[src/rtl/arb_pkg.sv]
// Shared types for the round-robin select sequencer.
// Requester count, select width and FSM state encoding.
package arb_pkg;

  localparam int NUM_REQ = 4;
  localparam int SEL_W   = 2;

  typedef enum logic [1:0] {
    ST_IDLE,
    ST_GRANT,
    ST_RELEASE
  } arb_state_t;

endpackage

[src/rtl/rr_pick.sv]
// Rotating-priority picker: first set request
// scanning ptr, ptr+1, ptr+2, ptr+3 (mod 4).
module rr_pick
  import arb_pkg::*;
(
  input  logic [NUM_REQ-1:0] i_req,
  input  logic [SEL_W-1:0]   i_ptr,
  output logic [SEL_W-1:0]   o_winner,
  output logic               o_any
);

  logic [SEL_W-1:0] w_idx;

  // Scan from farthest to nearest so the slot closest to ptr wins
  always_comb begin
    o_winner = i_ptr;
    w_idx    = i_ptr;
    for (int k = NUM_REQ - 1; k >= 0; k--) begin
      w_idx = i_ptr + SEL_W'(k);
      if (i_req[w_idx]) begin
        o_winner = w_idx;
      end
    end
  end

  assign o_any = |i_req;

endmodule

[src/rtl/rr_select_sequencer.sv]
// Round-robin grant sequencer driving a 2-to-4 decoder.
// One idle cycle is forced between grants so outputs never overlap.
module rr_select_sequencer
  import arb_pkg::*;
#(
  parameter int HOLD_MAX = 16
) (
  input  logic               clk,
  input  logic               rst,
  input  logic [NUM_REQ-1:0] req,
  input  logic               done,
  output logic [SEL_W-1:0]   sel,
  output logic               sel_en,
  output logic               timeout,
  output logic               busy
);

  localparam int CW =
    (HOLD_MAX == 0) ? 1 : $clog2(HOLD_MAX + 1);
  localparam logic [CW-1:0] LIM =
    CW'((HOLD_MAX == 0) ? 0 : HOLD_MAX - 1);
  localparam logic [CW-1:0] CMAX = '1;

  arb_state_t       r_state;
  logic [SEL_W-1:0] r_ptr;
  logic [CW-1:0]    r_cnt;

  logic [SEL_W-1:0] w_winner;
  logic             w_any;
  logic             w_hit;
  logic             w_rel;
  logic             w_to;

  rr_pick u_pick (
    .i_req    (req),
    .i_ptr    (r_ptr),
    .o_winner (w_winner),
    .o_any    (w_any)
  );

  // Release priority: done, then request drop, then hold limit
  assign w_hit = (HOLD_MAX != 0) && (r_cnt == LIM);
  assign w_rel = done || !req[sel] || w_hit;
  assign w_to  = !done && req[sel] && w_hit;

  // Grant FSM with registered select, enable, timeout and busy
  always_ff @(posedge clk or posedge rst) begin
    if (rst) begin
      r_state <= ST_IDLE;
      r_ptr   <= '0;
      r_cnt   <= '0;
      sel     <= '0;
      sel_en  <= 1'b0;
      timeout <= 1'b0;
      busy    <= 1'b0;
    end else begin
      timeout <= 1'b0;
      case (r_state)
        ST_IDLE: begin
          if (w_any) begin
            sel     <= w_winner;
            sel_en  <= 1'b1;
            busy    <= 1'b1;
            r_cnt   <= '0;
            r_state <= ST_GRANT;
          end
        end
        ST_GRANT: begin
          if (w_rel) begin
            sel_en  <= 1'b0;
            r_ptr   <= sel + 1'b1;
            timeout <= w_to;
            r_state <= ST_RELEASE;
          end else if (r_cnt != CMAX) begin
            r_cnt <= r_cnt + 1'b1;
          end
        end
        ST_RELEASE: begin
          busy    <= 1'b0;
          r_state <= ST_IDLE;
        end
        default: begin
          sel_en  <= 1'b0;
          busy    <= 1'b0;
          r_state <= ST_IDLE;
        end
      endcase
    end
  end

endmodule
[config.mk]
export PLATFORM = sky130hd
export DESIGN_NAME = rr_select_sequencer
export DESIGN_NICKNAME = d
export VERILOG_FILES = /design/src/rtl/arb_pkg.sv /design/src/rtl/rr_pick.sv /design/src/rtl/rr_select_sequencer.sv
export SDC_FILE = /design/constraint.sdc
export NUM_CORES = 1
export LEC_CHECK = 0
export BUFFER_PORTS_ARGS = -buffer_cell sky130_fd_sc_hd__buf_2
export CAP_MARGIN = 15
export CORE_UTILIZATION = 35
export DETAILED_ROUTE_END_ITERATION = 10
export PLACE_DENSITY_LB_ADDON = 0.3
export SYNTH_ARGS = -nofsm -noshare
export SYNTH_HDL_FRONTEND = slang
export SYNTH_HIERARCHICAL = 1
export SYNTH_SLANG_ARGS = --single-unit
[constraint.sdc]
create_clock -name clk -period 5 [get_ports clk]
set_input_delay 0 -clock clk [delete_from_list [all_inputs] [get_ports clk]]
set_output_delay 0 -clock clk [all_outputs]
set_load 0.1 [all_outputs]
=== Word-level counts from Yosys, hierarchy flattened ===
Index checks and enable logic that the tools add are counted.

* Memories kept: 0
* Bits in writable memories: 0
* Bits in read-only memories: 0
* Bits in registers: 14
* Bits in latches: 0

* Multipliers: 0
* Reduce and logical (&&, ||, !) cells: 15
* Shift operators: 0
* Add/sub/neg operators: 5
* Div/mod/pow operators: 0
* Magnitude comparators: 5
* Bitwise gates (word level): 2
* Equality and inequality tests: 8
* Mux-type cells: 27

{| class="wikitable"
|+ Operators with widths
! kind !! number
|-
| 2-bit by 3-bit less-than comparator with 1-bit output, second input constant || 5
|-
| 5-bit two-way mux || 3
|-
| 2-bit two-way mux || 6
|-
| 1-bit binary-select mux with 2-bit select || 5
|-
| 5-bit case mux with 2 select lines || 1
|-
| 1-bit two-way mux || 9
|-
| 2-bit AND reduction || 4
|-
| 2-bit != test, second input constant || 3
|-
| 5-bit by 1-bit adder with 5-bit output, second input constant || 1
|-
| 5-bit by 4-bit == test with 1-bit output, second input constant || 1
|-
| 5-bit != test, second input constant || 1
|-
| 2-bit by 1-bit adder with 2-bit output, second input constant || 2
|-
| 2-bit adder, second input constant || 2
|-
| 2-bit case mux with 2 select lines || 1
|-
| 4-bit AND reduction || 1
|-
| 4-bit OR reduction || 1
|-
| 1-bit case mux with 3 select lines || 1
|-
| 3-bit AND reduction || 1
|-
| 2-bit by 1-bit == test with 1-bit output, second input constant || 1
|-
| 2-bit == test, second input constant || 1
|-
| 1-bit logical AND || 2
|-
| 1-bit zero test || 2
|-
| 2-bit zero test || 1
|-
| 1-bit logical OR || 2
|-
| 4 further kinds || 5
|}

=== Logic depth before layout (Yosys ltp) ===
Gate-level depths: netlist of the first run.

* Depth after elaboration: 7
* Gate-level depth with buffers: 7
* Gate-level depth less buffers: 7

=== By module ===
The synthesis of the first run kept the hierarchy.

{| class="wikitable"
|+ By module, submodules not included
! module !! cells each !! instances !! area each (µm²)
|-
| rr_select_sequencer || 71 || 1 || 757.0
|-
| rr_pick || 16 || 1 || 100.1
|}

=== Least setup slack after synthesis of the first run ===
Ideal clock, no wire load.

* Kind: reg2reg
* Start: reg sel[0]
* End: reg r_cnt[2]
* Setup slack: 2.797 ns
* Arrival: 2.079 ns
* Buffers on the path: 1
* Cell stages (with the launch flop): 6
* Period minus slack after synthesis: 2.203 ns
* Cells stage by stage: dfrtp_1 > buf_6 > mux2i_1 > o32ai_4 > and4b_1 > a211o_1

* Cells in the longest elaborated chain, start to end: 7

{| class="wikitable"
|+ Ends and longest elaborated chain
! element !! RTL line !! RTL
|-
| start: declaration || rr_select_sequencer.sv:12 || <nowiki>output logic [SEL_W-1:0] sel,</nowiki>
|-
| start signal: assignment || rr_select_sequencer.sv:61 || <nowiki>sel <= w_winner;</nowiki>
|-
| 1-bit binary-select mux with 2-bit select || rr_select_sequencer.sv:43 || <nowiki>assign w_rel = done || !req[sel] || w_hit;</nowiki>
|-
| 1-bit two-way mux (not written as such) || rr_select_sequencer.sv:43 ||
|-
| 1-bit zero test || rr_select_sequencer.sv:43 ||
|-
| 1-bit logical OR (2 in series) || rr_select_sequencer.sv:43 ||
|-
| 2-bit != test (no source line) || n/a ||
|-
| 4-bit AND reduction (no source line) || n/a ||
|-
| end signal: assignment || rr_select_sequencer.sv:75 || <nowiki>r_cnt <= r_cnt + 1'b1;</nowiki>
|-
| end: declaration || rr_select_sequencer.sv:26 || <nowiki>logic [CW-1:0] r_cnt;</nowiki>
|}

Every way passes these cells. The select of a mux whose other input is x is not followed.
A chain may end at the register's enable or synchronous reset.

=== Worst setup path after layout of the first run ===
* Start: reg r_cnt[0]
* End: reg r_cnt[0]

* Cells in the longest elaborated chain, start to end: 4
* Elaborated cells on any way between the ends: 10

{| class="wikitable"
|+ Ends and longest elaborated chain
! element !! RTL line
|-
| 5-bit by 1-bit adder with 5-bit output / 5-bit by 4-bit == test with 1-bit output (equally long branches) || rr_select_sequencer.sv:75, rr_select_sequencer.sv:42
|-
| 5-bit two-way mux / 1-bit logical OR (equally long branches) || rr_select_sequencer.sv:74, rr_select_sequencer.sv:43
|-
| 5-bit two-way mux / 2-bit != test (equally long branches) || n/a
|-
| 5-bit case mux with 2 select lines / 4-bit AND reduction (equally long branches) || n/a
|}

Parallel ways exist; a longest one is shown, timed or not. The select of a mux whose other input is x is not followed.

==> results.tsv, run 1 <==
metric	value	unit
CP max stage delay	430	ps
DR vias/cell	5.65	
clock root cell	clkbuf_4	
min Tclk post-route	2280	ps
wire per inst	13.9	um
Setup WS pre-CTS	2740	ps
main area contributors after synthesis	dfrtp_1, nand2_1, ha_1	
Mapped Area	857	um^2
Post-route DRC	0	
Post-synth EDFFs	0	
Post-CTS Setup Inserts	0	
HPWL Detailed	1.32	mm
Tcrit/Tclk final	0.455	
initial core utilization	0.380	
Clock Path Buffers	2	
kind of critical path	reg -> reg	
initial antenna violation count	0	
num rows	17	
R2R Setup Slk	2720	ps
register area	350	um^2
via count	734	
CP max-delay cell	dfrtp_1	
Worst EP required	5180	ps
leading cell type in the layout, fill and taps excluded	dfrtp_1	
post-synth top area share	0.409	
first-pass GRT wire length	3.10	mm
layout filler cell count	237	
CP bufs+invs	0	
grt ovf	0	
core area	2250	um^2
final count of negative-setup-slack endpoints	0	
CP Capture Type	flip-flop	
Synth Register Bits	14	
top_reg_cell synth	dfrtp_1	
Async S/R FF share, synth	1.00	
maximum number of pins on one net before global-route repair	15	
final hold vios	0	
Slew @ Worst Pin	627	ps
clk sink count	14	
outcome	completed	
most used cell, CP	ha_1	
Max VDD drop	0.362	mV
maximum fanout along the worst path	7	
post-synth cell types	37	
worst min path class	in -> reg	
Rel. slew slack	0.581	
Syn Inst Count	87	
Slew Limit Fails	0	
Die X	51.5	um
hold slack	106	ps
most frequent cells in the layout	dfrtp_1, nand2_1, buf_2, o21ai_0	
Num CTS Buffers	3	
final setup skew	5.48	ps
total die area	2650	um^2
RSZ-0062 raised after global routing	false	
vias in the first global route	669	
sequential fraction of the synthesis area	0.409	
hold buffer count at cts	1	
cts repair resizes	0	
PD cells	613	nW/um^2
Post-Syn Nets	97	
critical-path cell list	ha_1 > and3_1 > ha_1 > or3_1 > o32ai_4 > o22ai_2 > mux2_4	
initial DRC count	17	
P_leak	0.489	nW
clk_lat worst skew	290	ps
clock slew at reported path FFs	90	ps
IO Pins	12	
Vert. Die Dim	51.5	um
CTS HTree Levels	1	
placer congestion estimate	0.858	
synth warn	6	
CP Launch Type	flip-flop	
Final nets	113	
Critical Path AT	2450	ps
setup_tns	0	ps
post-route ant nets	0	
Initial DRT Pass Iterations	4	
top achievable clock speed	439	MHz
final core occ	0.436	
PnR worst setup slack	2720	ps
GRT Util Overall	0.162	
Total Wirelength	1.81	mm
Syn Area/Cell	9.85	um^2
delay-heaviest family, CP	simple AND/OR/NAND/NOR gates	
max_cap viols	0	
total chip power	0.602	mW
CTS tree	done	
Multi-input gate area	477	um^2
count of input and output buffers	11	
post-synth top area cell	dfrtp_1	
layout cells sized above 1	0.235	
ANT cells	0	
Area Growth Syn to Fin	14.6	%
-- cell families (layout without fill, tap and decap cells) --
family                   count (synthesis)  count (layout)  synth area share
AND/OR/NAND/NOR                         37              37             0.250
multiplexers                             3               3            0.0409
AO/OA/AOI/OAI                           23              23             0.212
flip-flops                              14              14             0.409
buffers and inverters                    6              21            0.0350
XOR/XNOR                                 1               1            0.0102
adder cells (fa/ha/maj)                  3               3            0.0438
-- through the flow --
step / area (um^2) / cells
after global placement: 936 / 125
after global routing: 982 / 130
after detailed placement: 936 / 125
after floorplan: 857 / 87
final: 982 / 130
after CTS: 982 / 130
-- cell usage after synthesis (2+ instances only) --
cell,instances
dfrtp_1,14
nand2_1,11
o21ai_0,7
inv_1,5
nor2_1,5
a21oi_1,4
ha_1,3
nand3_1,3
a22o_1,2
and2b_2,2
and3_1,2
mux2i_1,2
nor3_1,2
nor3b_1,2
-- final cells by class --
class / count / area share
Clock buffer: 4 / 0.0369
Multi-Input combinational cell: 67 / 0.485
Tap cell: 28 / 0.0357
Sequential cell: 14 / 0.357
Timing Repair Buffer: 12 / 0.0662
Inverter: 5 / 0.0191
-- routing by layer --
layer | GRT usage | up-vias | wire, um
li1 | - | 349 | -
met1 | 0.204 | 349 | 830
met2 | 0.251 | 28 | 854
met3 | 0.0179 | 8 | 86
met4 | 0.122 | 0 | 42
met5 | 0 | - | 0
-- state kept, by name, indices dropped and copies added (netlist names) --
register	flops
r_cnt	5
r_ptr	2
r_state	2
sel	2
busy	1
sel_en	1
timeout	1
-- worst reg2reg max path: stages (launching register included) --
cell and delay, ps:
dfrtp_1 430, ha_1 250, and3_1 200, ha_1 240, or3_1 380, o32ai_4 200
o22ai_2 170, mux2_4 290
-- power breakdown --
group / internal, mW / switching [mW]
sequential: 0.150 / 0.0459
clock: 0.0444 / 0.0391
combinational: 0.0973 / 0.226
-- path summary, 6_finish.rpt --
| kind | cells past startpoint | end | from |
|---|---|---|---|
| worst min register to register | 1 | sel_en | sel_en |
| worst min-delay path | 5 | sel[1] | req[1] |
| worst max-delay path | 7 | r_cnt[0] | r_cnt[0] |
| worst max register to register | 7 | r_cnt[0] | r_cnt[0] |
| max in group asynchronous | 3 | r_ptr[0] | rst |
| min in group asynchronous | 3 | busy | rst |
(Power assumes the default switching activity.)
==> inputs of run 2 (changes only) <==
==> constraint.sdc (replaced) <==
create_clock -name clk -period 1.9 [get_ports clk]
set_input_delay 0 -clock clk [delete_from_list [all_inputs] [get_ports clk]]
set_output_delay 0 -clock clk [all_outputs]
set_load 0.1 [all_outputs]
==> results.tsv, run 2 (synthesis results as in run 1) <==
metric	value	unit	change
maximum number of pins on one net before global-route repair	15		unchanged
CTS tree	done		
maximum fanout along the worst path	5		-2
final hold vios	0		unchanged
Worst Reg-to-Reg Cells	7		unchanged
Most flops, register	r_cnt		
failing checks	negative setup slack		
CP Capture Type	flip-flop		
Rel. slew slack	0.633		+0.0520
num rows	17		unchanged
setup_tns	-401	ps	-401 ps
Vert. Die Dim	51.5	um	unchanged
placer congestion estimate	0.867		+1.1%
P_leak	0.568	nW	+16%
outcome	finished, violations left		
max reg flops	5		unchanged
hold endpoint	sel[1]		
ANT cells	0		unchanged
hold path depth	5		unchanged
CP Launch Type	flip-flop		
top achievable clock speed	501	MHz	+14%
HPWL Detailed	1.43	mm	+8.1%
Multi-input gate area	513	um^2	+7.6%
CTS HTree Levels	1		unchanged
HP Start	req[1]		
core area	2250	um^2	unchanged
Die X	51.5	um	unchanged
layout cells sized above 1	0.385		+0.149
final count of negative-setup-slack endpoints	6		+6
Tcrit/Tclk final	1.05		+0.596
Max VDD drop	1.06	mV	+190%
via count	753		+2.6%
clk_lat worst skew	290	ps	about the same
leading cell type in the layout, fill and taps excluded	buf_4		
min Tclk post-route	2000	ps	-279 ps
initial core utilization	0.380		unchanged
Critical Path AT	2230	ps	-220 ps
PD cells	1520	nW/um^2	+150%
layout filler cell count	222		-6.3%
worst min path class	in -> reg		
max_cap viols	0		unchanged
Final nets	128		+13%
first-pass GRT wire length	3.55	mm	+15%
initial antenna violation count	0		unchanged
Clock Path Buffers	2		unchanged
Slew @ Worst Pin	550	ps	-77.3 ps
kind of critical path	reg -> reg		
most frequent cells in the layout	buf_4, dfrtp_1, nand2_1, buf_2, o21ai_0		
Post-route DRC	0		unchanged
RR Startpoint	r_cnt[1]		
Num CTS Buffers	3		unchanged
Total Wirelength	2.06	mm	+14%
clock root cell	clkbuf_4		
PnR worst setup slack	-96.7	ps	-2820 ps
clk sink count	14		unchanged
Slew Limit Fails	0		unchanged
R2R Setup Slk	-100	ps	-2820 ps
RSZ-0062 raised after global routing	true		
total chip power	1.72	mW	+190%
GRT Util Overall	0.189		+0.0277
placed cell count	135		+8.0%
Setup WS pre-CTS	-56.5	ps	-2790 ps
vias in the first global route	794		+19%
total die area	2650	um^2	unchanged
non-filler cells, final	145		+12%
DR vias/cell	5.19		-8.0%
register area	353	um^2	+0.71%
Worst EP required	2130	ps	-3050 ps
wire per inst	14.2	um	+2.0%
post-route ant nets	0		unchanged
IO Pins	12		unchanged
FF-to-FF End	r_cnt[1]		
Area Growth Syn to Fin	32.3	%	
grt ovf	0		unchanged
clock slew at reported path FFs	90	ps	about the same
final setup skew	1.55	ps	-3.93 ps
Initial DRT Pass Iterations	4		unchanged
count of input and output buffers	11		unchanged
final core occ	0.503		+0.0671
initial DRC count	12		-5
[run 2: timing repair]
| action | 4_1_cts | 5_1_grt |
|---|---|---|
| cloned | 0 | 0 |
| hold buffers | 1 | 0 |
| buffers inserted | 2 | 3 |
| pin swaps | 4 | 3 |
| endpoints found under the setup margin | 6 | 8 |
| hold endpoints to repair | 14 | 0 |
| gates resized for setup | 1 | 0 |
[run 2: worst max-delay path by stage]
stage                   from        to  slack (ps)  cells past startpoint
floorplan           r_cnt[0]  r_cnt[0]         -50                      7
global placement    r_cnt[1]  r_cnt[0]         -20                      7
detailed placement  r_cnt[1]  r_cnt[0]         -60                      7
CTS                 r_cnt[0]  r_cnt[0]         -70                      7
global route        r_cnt[0]  r_cnt[1]        -140                      7
finish              r_cnt[1]  r_cnt[1]        -100                      7
[run 2: area by class of cell]
class,instances,area share
multi-input combinational,67,0.453
inverter,5,0.0166
sequential,14,0.311
tap,28,0.0309
clock buffer,4,0.0320
timing repair buffer,27,0.157
[run 2: worst max-delay path: stages (launching register included)]
cell and delay [ps]:
dfrtp_1 400, ha_2 190, and3_4 190, ha_4 160, or3_4 350, o32a_4 240, nor3_4 230, a22o_1 170
[run 2: routing by layer]
layer / wire length [um] / share of wire / track usage / vias up
met4: 33 / 0.016 / 0.117 / 0
li1: - / - / - / 375
met5: 0 / 0 / 0 / -
met1: 911 / 0.44 / 0.227 / 357
met2: 1050 / 0.51 / 0.320 / 17
met3: 66 / 0.032 / 0.0208 / 4
[run 2: stage by stage]
| stage | hold WS, ps | area (um^2) |
|---|---|---|
| 2_1_floorplan | -111 | 885 |
| 3_3_place_gp | 66.6 | 1040 |
| 3_5_place_dp | 83.5 | 1040 |
| 4_1_cts | 87.8 | 1110 |
| 5_1_grt | 123 | 1130 |
| 6_report | 91.7 | 1130 |
[run 2: where the power goes]
| part | switching [mW] | internal, mW |
|---|---|---|
| Clock | 0.106 | 0.117 |
| Combinational | 0.634 | 0.350 |
| Sequential | 0.114 | 0.398 |
| Total | 0.854 | 0.865 |
